<file path="src/rtl/lockstep_pkg.sv">
`default_nettype none
// ============================================================================
//  Module      : lockstep_pkg
//  Description : Shared constants and types for the lockstep control-register
//                bus master: default register address, FSM state encoding,
//                write-enable polarity and byte-enable pattern.
//  Revision    : 1.0 - initial release
// ============================================================================
package lockstep_pkg;

   // Address of the lockstep control register on the system bus
   localparam logic [31:0] LOCKSTEP_ADDRESS = 32'h1020_4400;

   // Bus write-enable is active-low: 0 selects a write, 1 selects a read
   localparam logic WEN_WRITE = 1'b0;
   localparam logic WEN_READ  = 1'b1;

   // The control register is always accessed as a full word
   localparam logic [3:0] BE_FULL_WORD = 4'hF;

   // Width of the request-to-response watchdog counter
   localparam int unsigned TCNT_WIDTH = 8;

   // Master FSM states
   typedef enum logic [1:0] {
      ST_IDLE     = 2'd0,
      ST_REQ      = 2'd1,
      ST_WAIT_RSP = 2'd2,
      ST_DONE     = 2'd3
   } lockstep_state_e;

endpackage : lockstep_pkg
`default_nettype wire

</file>
<file path="src/rtl/lockstep_ctrl_master.sv">
`default_nettype none
// ============================================================================
//  Module      : lockstep_ctrl_master
//  Description : Single-outstanding bus master that turns local read/write
//                commands into one request/grant/response transaction on the
//                lockstep control register, with response-ID matching and a
//                watchdog that completes the command with an error if no
//                response arrives in time.
//  Revision    : 1.0 - initial release
// ============================================================================
module lockstep_ctrl_master
   import lockstep_pkg::*;
#(
   parameter int unsigned ID_WIDTH    = 5,
   parameter logic [31:0] TARGET_ADDR = LOCKSTEP_ADDRESS,
   parameter int unsigned TIMEOUT     = 16    // legal range 2..255
) (
   input  logic                clk_i,
   input  logic                rst_ni,

   // Local command / completion interface
   input  logic                cmd_valid_i,
   output logic                cmd_ready_o,
   input  logic                cmd_write_i,
   input  logic [31:0]         cmd_wdata_i,
   output logic                rsp_valid_o,
   output logic [31:0]         rsp_rdata_o,
   output logic                rsp_error_o,
   output logic                busy_o,

   // System bus request / response interface
   output logic                req_o,
   output logic [31:0]         addr_o,
   output logic                wen_o,
   output logic [31:0]         wdata_o,
   output logic [3:0]          be_o,
   output logic [ID_WIDTH-1:0] id_o,
   input  logic                gnt_i,
   input  logic                r_valid_i,
   input  logic                r_opc_i,
   input  logic [ID_WIDTH-1:0] r_id_i,
   input  logic [31:0]         r_rdata_i
);

   // Counter value seen in the last cycle the master is allowed to wait;
   // the request phase plus response wait therefore lasts TIMEOUT cycles.
   localparam logic [TCNT_WIDTH-1:0] c_TCNT_LIMIT = TCNT_WIDTH'(TIMEOUT - 1);

   lockstep_state_e       r_state;
   lockstep_state_e       w_state_nxt;

   logic                  r_req;
   logic [31:0]           r_addr;
   logic                  r_wen;
   logic [31:0]           r_wdata;
   logic [3:0]            r_be;
   logic [ID_WIDTH-1:0]   r_id;
   logic [TCNT_WIDTH-1:0] r_tcnt;
   logic [31:0]           r_rsp_rdata;
   logic                  r_rsp_error;

   logic                  w_accept;
   logic                  w_active;
   logic                  w_rsp_match;
   logic                  w_timeout;

   // Handshake and qualification terms shared by the FSM and datapath
   always_comb begin
      w_accept    = (r_state == ST_IDLE) & cmd_valid_i;
      w_active    = (r_state == ST_REQ) | (r_state == ST_WAIT_RSP);
      // Responses only count while waiting; anything seen in IDLE/REQ is stray
      w_rsp_match = (r_state == ST_WAIT_RSP) & r_valid_i & (r_id_i == r_id);
      w_timeout   = w_active & (r_tcnt == c_TCNT_LIMIT);
   end

   // FSM state register
   always_ff @(posedge clk_i or negedge rst_ni) begin
      if (!rst_ni) begin
         r_state <= ST_IDLE;
      end else begin
         r_state <= w_state_nxt;
      end
   end

   // FSM next-state logic; a matching response beats a same-cycle timeout
   always_comb begin
      w_state_nxt = r_state;
      unique case (r_state)
         ST_IDLE: begin
            if (w_accept) begin
               w_state_nxt = ST_REQ;
            end
         end
         ST_REQ: begin
            if (w_timeout) begin
               w_state_nxt = ST_DONE;
            end else if (gnt_i) begin
               w_state_nxt = ST_WAIT_RSP;
            end
         end
         ST_WAIT_RSP: begin
            if (w_rsp_match || w_timeout) begin
               w_state_nxt = ST_DONE;
            end
         end
         ST_DONE: begin
            w_state_nxt = ST_IDLE;
         end
         default: begin
            w_state_nxt = ST_IDLE;
         end
      endcase
   end

   // FSM-decoded outputs
   always_comb begin
      cmd_ready_o = (r_state == ST_IDLE);
      busy_o      = (r_state != ST_IDLE);
      rsp_valid_o = (r_state == ST_DONE);
   end

   // Bus request fields: loaded on command accept, held until grant/timeout
   always_ff @(posedge clk_i or negedge rst_ni) begin
      if (!rst_ni) begin
         r_req   <= 1'b0;
         r_addr  <= '0;
         r_wen   <= 1'b0;
         r_wdata <= '0;
         r_be    <= '0;
      end else if (w_accept) begin
         r_req   <= 1'b1;
         r_addr  <= TARGET_ADDR;
         r_wen   <= cmd_write_i ? WEN_WRITE : WEN_READ;
         r_wdata <= cmd_write_i ? cmd_wdata_i : 32'h0;
         r_be    <= BE_FULL_WORD;
      end else if ((r_state == ST_REQ) && (gnt_i || w_timeout)) begin
         r_req   <= 1'b0;
      end
   end

   // Watchdog: cleared when a request is launched, counts while in flight
   always_ff @(posedge clk_i or negedge rst_ni) begin
      if (!rst_ni) begin
         r_tcnt <= '0;
      end else if (w_accept) begin
         r_tcnt <= '0;
      end else if (w_active) begin
         r_tcnt <= r_tcnt + TCNT_WIDTH'(1);
      end
   end

   // Completion data, held until the next completion overwrites it
   always_ff @(posedge clk_i or negedge rst_ni) begin
      if (!rst_ni) begin
         r_rsp_rdata <= '0;
         r_rsp_error <= 1'b0;
      end else if (w_rsp_match) begin
         r_rsp_rdata <= (r_wen == WEN_READ) ? r_rdata_i : 32'h0;
         r_rsp_error <= r_opc_i;
      end else if (w_timeout) begin
         r_rsp_rdata <= 32'h0;
         r_rsp_error <= 1'b1;
      end
   end

   // Transaction ID advances once per completion, timed-out ones included
   always_ff @(posedge clk_i or negedge rst_ni) begin
      if (!rst_ni) begin
         r_id <= '0;
      end else if (r_state == ST_DONE) begin
         r_id <= r_id + ID_WIDTH'(1);
      end
   end

   assign req_o       = r_req;
   assign addr_o      = r_addr;
   assign wen_o       = r_wen;
   assign wdata_o     = r_wdata;
   assign be_o        = r_be;
   assign id_o        = r_id;
   assign rsp_rdata_o = r_rsp_rdata;
   assign rsp_error_o = r_rsp_error;

endmodule : lockstep_ctrl_master
`default_nettype wire

</file>
<file path="config.mk">
export PLATFORM = sky130hd
export DESIGN_NAME = lockstep_ctrl_master
export DESIGN_NICKNAME = d
export VERILOG_FILES = /design/src/rtl/lockstep_pkg.sv /design/src/rtl/lockstep_ctrl_master.sv
export SDC_FILE = /design/constraint.sdc
export NUM_CORES = 1
export LEC_CHECK = 0
export BUFFER_PORTS_ARGS = -buffer_cell sky130_fd_sc_hd__buf_2
export CAP_MARGIN = 0
export CORE_AREA = 4 4 107 109
export CTS_CLUSTER_SIZE = 12
export DETAILED_ROUTE_END_ITERATION = 8
export DIE_AREA = 0 0 111 113
export GPL_TIMING_DRIVEN = 0
export PLACE_DENSITY = 0.66
export SETUP_SLACK_MARGIN = 0.02
export SLEW_MARGIN = 10
export SYNTH_ARGS = -nofsm -noshare
export SYNTH_HDL_FRONTEND = slang
export SYNTH_SLANG_ARGS = --single-unit
</file>
<file path="constraint.sdc">
create_clock -name clk_i -period 2.45 [get_ports clk_i]
set_input_delay 0.6125 -clock clk_i [delete_from_list [all_inputs] [get_ports clk_i]]
set_output_delay 0.6125 -clock clk_i [all_outputs]
set_load 0.02 [all_outputs]
</file>
## After elaboration in Yosys (flattened, before gate mapping)

Index checks and enable logic that the tools add are counted.

- Input bits: 76
- Logic and storage cells: 49
- Output and inout port bits: 111
- Register bits after elaboration: 83

- Mux-type cells: 16
- Bitwise logic cells: 5
- Eq/ne operators: 8
- Add/sub/neg operators: 2
- Reduce and logical (&&, ||, !) cells: 9

Operators with widths:

| cell | count |
|---|---|
| $mux W32 | 4 |
| $mux W8 | 2 |
| $add A8 B1 Y8 const B | 1 |
| $eq A8 B4 Y1 const B | 1 |
| $mux W2 | 4 |
| $pmux W2 S4 | 1 |
| $reduce_bool A2 Y1 | 4 |
| $add A5 B1 Y5 const B | 1 |
| $eq A5 B5 Y1 | 1 |
| $mux W1 | 5 |
| $and A1 B1 Y1 | 4 |
| $eq A2 B2 Y1 const B | 2 |
| $ne A2 B1 Y1 const B | 2 |
| $ne A3 B3 Y1 const B | 1 |
| $reduce_and A3 Y1 | 1 |
| $eq A2 B1 Y1 const B | 1 |
| $logic_not A2 Y1 | 1 |
| $logic_or A1 B1 Y1 | 2 |
| $logic_and A1 B1 Y1 | 1 |
| $or A1 B1 Y1 | 1 |

## Depth between registers and ports, before layout

Gate-level depths: netlist of the first run.

- Depth in word-level cells: 7
- Depth in mapped cells: 8
- Gate-level depth less buffers: 7

## Worst setup path before layout of the first run

OpenSTA, ideal clock, no wires.

- Path kind: register -> register
- Start: reg r_state[0]
- End: reg r_state[1]
- Data arrival time: 2.240 ns
- Period minus slack after synthesis: 2.367 ns
- Data required time: 2.322 ns
- Buffers on the path: 1
- Stages on the path, launching flop included: 9
- Setup time: 0.128 ns
- Slack: 0.083 ns
- Cells stage by stage: dfrtp_1 -> inv_1 -> ha_1 -> clkbuf_1 -> nand4_1 -> nor2_4 -> a41oi_2 -> a222oi_1 -> mux2_1

- Elaborated cells on any way between the ends: 16
- Those cells by class: eq/ne: 6; mux: 2; bitwise: 5; reduce/logical: 3

RTL lines:

| element | line | text |
|---|---|---|
| from (decl) | lockstep_ctrl_master.sv:49 | `lockstep_state_e r_state;` |
| from (signal assigned) | lockstep_ctrl_master.sv:81 | `r_state <= w_state_nxt;` |
| $eq A2 B1 Y1 or $eq A2 B2 Y1 (tied branches) | lockstep_ctrl_master.sv:70, lockstep_ctrl_master.sv:88 |  |
| $or A1 B1 Y1 | lockstep_ctrl_master.sv:70 | `w_active = (r_state == ST_REQ) \| (r_state == ST_WAIT_RSP);` |
| $and A1 B1 Y1 | lockstep_ctrl_master.sv:73 | `w_timeout = w_active & (r_tcnt == c_TCNT_LIMIT);` |
| $mux W2 | lockstep_ctrl_master.sv:95 | `if (w_timeout) begin` |
| $pmux W2 S4 (*) | lockstep_ctrl_master.sv:88 | `unique case (r_state)` |
| net w_state_nxt[1] | lockstep_ctrl_master.sv:50 | `lockstep_state_e w_state_nxt;` |

Mark *: on every way through the listed nets, which the timed path passes. The rest lies on a longest branch.
A chain may end at the register's enable or synchronous reset.

## Worst setup path in the final report of the first run

- Start: reg r_id[4] (netlist: id_o[4])
- End: reg r_state[1]

- Word-level cells in the longest chain between the ends: 5

RTL lines:

| element | line | text |
|---|---|---|
| from (decl) | lockstep_ctrl_master.sv:57 | `logic [ID_WIDTH-1:0] r_id;` |
| from (signal assigned) | lockstep_ctrl_master.sv:171 | `r_id <= r_id + ID_WIDTH'(1);` |
| $eq A5 B5 Y1 | lockstep_ctrl_master.sv:72 | `w_rsp_match = (r_state == ST_WAIT_RSP) & r_valid_i & (r_id_i == r_id);` |
| $and A1 B1 Y1 | lockstep_ctrl_master.sv:72 |  |
| $logic_or A1 B1 Y1 | lockstep_ctrl_master.sv:102 | `if (w_rsp_match \|\| w_timeout) begin` |
| $ne A2 B1 Y1 (no source line) | - |  |
| $reduce_and A3 Y1 (no source line) | - |  |

Every way passes these cells.

==> results of run 1 <==
[logic make-up after synthesis]
group                    Yosys count
AO/OA/AOI/OAI                     72
XOR/XNOR                          15
adder cells (fa/ha/maj)            6
buffers and inverters             60
flip-flops                        83
multiplexers                       4
other                              1
AND/OR/NAND/NOR                   96
[placed cells by master (no fill, tap or decap), drive strengths merged, types with 6 or more instances in the layout]
cell type  Yosys  layout
xor2           9       9
clkbuf        18      30
o21ai         35      35
xnor2          6       6
ha             6       6
nor2          14      14
dfrtp         83      83
a22o          32      32
nand4          6       6
buf           35     198
nand2         72      72
conb           1      28
inv            7       7
[per-layer routing]
metal / track usage, % / part of all wire [%] / wire (um)
met5: 0 / 0 / 0
met4: 5.50 / 1.6 / 150
met3: 5.78 / 9.7 / 896
met2: 23.6 / 46 / 4260
met1: 18.5 / 42 / 3910
[worst max path at each step]
stage | start | to | slack [ns] | cells after the start
after global routing | r_state[1]$_DFFE_PN0P_ | r_state[1]$_DFFE_PN0P_ | 0.02 | 7
after floorplan | r_state[0]$_DFFE_PN0P_ | r_state[1]$_DFFE_PN0P_ | 0.08 | 8
after CTS | r_state[0]$_DFFE_PN0P_ | r_state[1]$_DFFE_PN0P_ | 0.07 | 7
after detailed placement | r_state[0]$_DFFE_PN0P_ | r_state[1]$_DFFE_PN0P_ | -0.25 | 8
after global placement | r_state[0]$_DFFE_PN0P_ | r_state[1]$_DFFE_PN0P_ | -0.18 | 8
final | id_o[4]$_DFFE_PN0P_ | r_state[1]$_DFFE_PN0P_ | 0.22 | 5
[power by group]
part / internal, mW / leakage, nW / switching [mW]
combinational: 0.800 / 1.52 / 1.26
sequential: 1.79 / 1.10 / 0.269
clock: 0.521 / 0.0995 / 0.458
total: 3.11 / 2.71 / 1.99
[flip-flops by register name (all words and copies together), names as in the netlist]
register and flops:
id_o 5, rsp_rdata_o 32, be_o 1, rsp_error_o 1, wen_o 1, req_o 1, r_state 2, r_tcnt 8
wdata_o 32
[layout make-up]
type	instances	area [sq um]	share of cell area [%]
inverters	7	26.3	0.534
clock inverters	2	35.0	0.712
plain buffers	52	327	6.63
repair buffers	163	853	17.3
flip-flops and latches	83	2080	42.2
well taps	140	175	3.56
multi-input cells	221	1270	25.8
clock buffers	13	159	3.23
[timing repair]
item | in CTS | in global routing
endpoints found under the setup margin | 22 | 32
resized for setup | 0 | 2
pin swaps | 2 | 3
buffers inserted | 2 | 3
hold buffers | 0 | 0
==> flow_summary.yaml, run 1 <==
floorplan:
  die_y_um: 113
  initial_utilization_pct: 33.9
  core_region_area_sq_um: 10600
  die_x_um: 111
  dieArea_sq_um: 12500
  ios: 187
  fp-row-count: 38
worst_setup_path:
  crit_path_max_incr_delay_ns: 0.48
  worstSetupStartpointType: "register"
  cp_top_family: "compound AO/OA/AOI/OAI gates"
  criticalPathCategory: "register to register"
  cp-end-kind: "register"
  path_max_fanout: 7
  crit_slowest_cell: "a222oi_1"
  rrSetupSlack_ns: 0.22
  cp_num_buf_inv: 0
  required_ns: 2.68
  worstPathCellList: "xor2_1 -> nor4_2 -> a41oi_2 -> a222oi_1 -> mux2_1"
  reg2regPathDepth: 5
  arrival_ns: 2.47
  worstReg2RegEnd: "r_state[1]$_DFFE_PN0P_"
  r2r-start: "id_o[4]$_DFFE_PN0P_"
timing:
  slew_violations: 0
  rsz0062_at_grt: "false"
  worst_pin_slew_ns: 0.510
  period_minus_slack_ns: 2.23
  whs_ns: 0.200
  hold_viol: 0
  max_freq_mhz: 448
  skew_ns: 0.00749
  slew_headroom_pct: 65.8
  final-setup-viol-count: 0
  finalWorstSetupSlack_ns: 0.219
  finalSetupTns_ns: 0
  fin_crit_sh_pct: 91.0
grt:
  grt_pass1_vias: 3068
  grt.overflow.total: 0
  grt_max_degree: 52
  globalRouteTotalUtil_pct: 14.9
  grt_pass1_wl_mm: 15.1
  antenna_found_initial: 0
logic_synthesis:
  synth_top_family_by_area: "compound AO/OA/AOI/OAI gates"
  synth_seq_area_share_pct: 57.8
  synth-seq-cells: 83
  synth.most_common_cell: "dfrtp_1"
  yosys.area_share.adder_pct: 2.09
  synthArstFlopShare_pct: 100
  yosysTopAreaCellShare_pct: 57.8
  syn_inst: 337
  yosys.area_share.simple_pct: 11.3
  synth_area_leaders: "dfrtp_1, a22o_1, nand2_1"
  syn_area_sq_um: 3590
  ys.flop_type: "dfrtp_1"
  synth_edf_count: 0
  netlist_top_cells_count: "dfrtp_1, nand2_1, buf_4, o21ai_0, a22o_1"
  muxShareOfSynthArea_pct: 1.18
  synth.distinct_cells: 25
  synth_warnings: 0
  avgSynthCellArea_sq_um: 10.7
  synth_largest_area_cell: "dfrtp_1"
  synth-compound-area-share_pct: 13.9
  synth_xor_area_share_pct: 3.66
power_and_ir_drop:
  leakagePower_nw: 2.71
  peakVddDrop_v: 0.000397
  power_mw: 5.10
  p_per_area_nw_per_um2: 1040
route:
  via_per_inst: 4.42
  vias: 3007
  ant_nets: 0
  wirelength_mm: 9.22
  route.detailed.drc: 0
  drt_iter0_drc: 98
  wl_per_cell_um: 13.5
  dr.pass1.iters: 4
finish:
  final_area_sq_um: 4920
  area_growth_pct: 37.1
  nNetsFinal: 619
  num-fill-cells: 1011
  stdcell_count: 681
  diodes: 0
  drive_above_1_share_pct: 40.1
  fin_util_pct: 46.4
clocking:
  h-tree-depth: 3
  cts_buffers: 9
  cts_tree: "yes"
  cts.root.buffer_cell: "clkbuf_8"
  cts_sinks: 83
  cts_buffer_depth: 2
  clk_latency_ns: 0.35
  clk_pin_slew_ns: 0.08
place:
  dpl.hpwl_mm: 7.04
  pre_cts_ws_ns: -0.253
  place_inst: 662
  port_buffers: 157
  dpl-instance-area_sq_um: 4680
  gp_congestion: 0.784
run_status:
  outcome: "finished clean"
min_path:
  hold_path_class: "primary input to asynchronous set/reset pin"
job:
  cap_viol_max_count: 0
No activity file was read; power rests on OpenSTA's default activity.
==> inputs of run 2 (changes only) <==
Settings changed: GPL_ROUTABILITY_DRIVEN set to 0.
Clock period 2.45 ns to 2 ns, I/O delays scaled along.
==> run 2 against run 1 <==
Compared with the run above:
- the flow now finishes with violations (negative setup slack)
- first-iteration DRC count up 40%
- maximum frequency up 6.8%
- hold slack lost 0.094 ns
==> flow_summary.yaml, run 2 (synthesis gave the netlist of run 1 again) <==
route:
  dr.pass1.iters: 4
  drt_iter0_drc: 137
  route.detailed.drc: 0
  wl_per_cell_um: 13.3
  ant_nets: 0
  wirelength_mm: 9.22
  vias: 3045
  via_per_inst: 4.39
power_and_ir_drop:
  peakVddDrop_v: 0.000469
  pwr-share-comb_pct: 40.5
  p_clk_share_pct: 20.8
  p_switching_mw: 2.50
  internal-power_mw: 4.02
  swShare_pct: 38.3
  p_per_area_nw_per_um2: 1280
  sequentialPowerShare_pct: 38.7
  leakagePower_nw: 2.81
worst_setup_path:
  worstSetupStartpointType: "register"
  path_max_fanout: 3
  criticalPathCategory: "register to register"
  rrSetupSlack_ns: -0.09
  cp-end-kind: "register"
  arrival_ns: 2.31
  reg2regPathDepth: 6
  required_ns: 2.23
grt:
  antenna_found_initial: 0
  grt.overflow.total: 0
  grt_max_degree: 51
  busiest_layer: "met2"
  grt_pass1_vias: 3146
  grtUsageMet2_pct: 24.1
  grt_pass1_wl_mm: 15.1
  grt_use_met1_pct: 18.1
  gr-usage-met3_pct: 4.65
  globalRouteTotalUtil_pct: 14.5
floorplan:
  die_y_um: 113
  initial_utilization_pct: 33.9
  dieArea_sq_um: 12500
  fp-row-count: 38
  ios: 187
  core_region_area_sq_um: 10600
  die_x_um: 111
timing:
  slew_headroom_pct: 61.0
  finalWorstSetupSlack_ns: -0.0881
  hold_viol: 0
  worst_pin_slew_ns: 0.583
  final-setup-viol-count: 2
  slew_violations: 0
  period_minus_slack_ns: 2.09
  max_freq_mhz: 479
  skew_ns: 0.0146
  rsz0062_at_grt: "true"
  fin_crit_sh_pct: 104
finish:
  final_area_sq_um: 5100
  multiInputGateArea_sq_um: 1300
  area_growth_pct: 42.0
  stdcell_count: 693
  diodes: 0
  nNetsFinal: 630
  num-fill-cells: 1000
  drive_above_1_share_pct: 44.1
  layout.cells.most_common: "buf_2"
  seq_area_sq_um: 2080
  final_cell_mix: "buf_2, dfrtp_1, nand2_1, buf_4, o21ai_0"
clocking:
  clk_latency_ns: 0.34
  cts_sinks: 83
  clk_pin_slew_ns: 0.09
  cts.root.buffer_cell: "clkbuf_8"
  h-tree-depth: 3
  cts_buffer_depth: 2
  cts_tree: "yes"
  cts_buffers: 9
place:
  place_inst: 662
  port_buffers: 157
  pre_cts_ws_ns: -0.427
  dpl-instance-area_sq_um: 4720
  dpl.hpwl_mm: 6.94
run_status:
  outcome: "finished with violations"
  violations: "negative setup slack"
min_path:
  hold_path_class: "primary input to asynchronous set/reset pin"
job:
  cap_viol_max_count: 0
[run 2: final timing paths]
check | startpoint | endpoint
max | r_tcnt[5]$_DFFE_PN0P_ | r_state[1]$_DFFE_PN0P_
min | rst_ni | rsp_rdata_o[22]$_DFFE_PN0P_
max reg2reg | r_tcnt[5]$_DFFE_PN0P_ | r_state[1]$_DFFE_PN0P_
min reg2reg | wdata_o[0]$_DFFE_PN0P_ | wdata_o[0]$_DFFE_PN0P_
max in group asynchronous | rst_ni | wdata_o[3]$_DFFE_PN0P_
min in group clk_i | r_rdata_i[12] | rsp_rdata_o[12]$_DFFE_PN0P_
[run 2: power groups by stage]
| stage | clock network [mW] | registers, mW | logic, mW |
|---|---|---|---|
| floorplan | 0 | 3.08 | 1.12 |
| global route | 1.46 | 2.59 | 2.90 |
| global placement | 0 | 2.54 | 2.47 |
| CTS | 1.39 | 2.52 | 2.65 |
| finish | 1.36 | 2.52 | 2.64 |
| detailed placement | 0 | 2.56 | 2.54 |
[run 2: timing repair]
action,4_1_cts,5_1_grt
pin swaps,6,5
resized for setup,6,23
cloned,0,0
setup endpoints to repair,42,54
hold buffers,0,0
setup buffers,15,1
[run 2: per-stage QoR]
step	util [%]	setup TNS, ns	hold slack (ns)	power, mW
after floorplan	-	-0.165	0.204	4.21
after global placement	44.2	-29.74	0.459	5.02
after detailed placement	44.5	-12.94	0.468	5.10
after CTS	47.8	-0.0228	0.102	6.57
after global routing	48.1	-0.299	0.122	6.96
final	48.1	-0.114	0.106	6.52
[run 2: cell type report]
type                            count  share of cell area, %
Sequential cell                    83                   40.8
Multi-Input combinational cell    221                   25.4
Timing Repair Buffer              174                   18.7
Buffer                             52                   6.75
Tap cell                          140                   3.43
Clock buffer                       12                   3.04
Clock inverter                      4                   1.42
Inverter                            7                  0.515
[run 2: worst max-delay path, stage by stage (launching register included)]
cell	delay, ns
dfrtp_1	0.40
or4_4	0.55
nor2_4	0.17
buf_6	0.12
nor2_2	0.03
a222oi_1	0.34
mux2_1	0.37
[run 2: per-layer routing]
layer / vias up / routed length (um)
met4: 0 / 149
li1: 1490 / -
met2: 124 / 4220
met3: 13 / 786
met5: - / 0
met1: 1418 / 4060
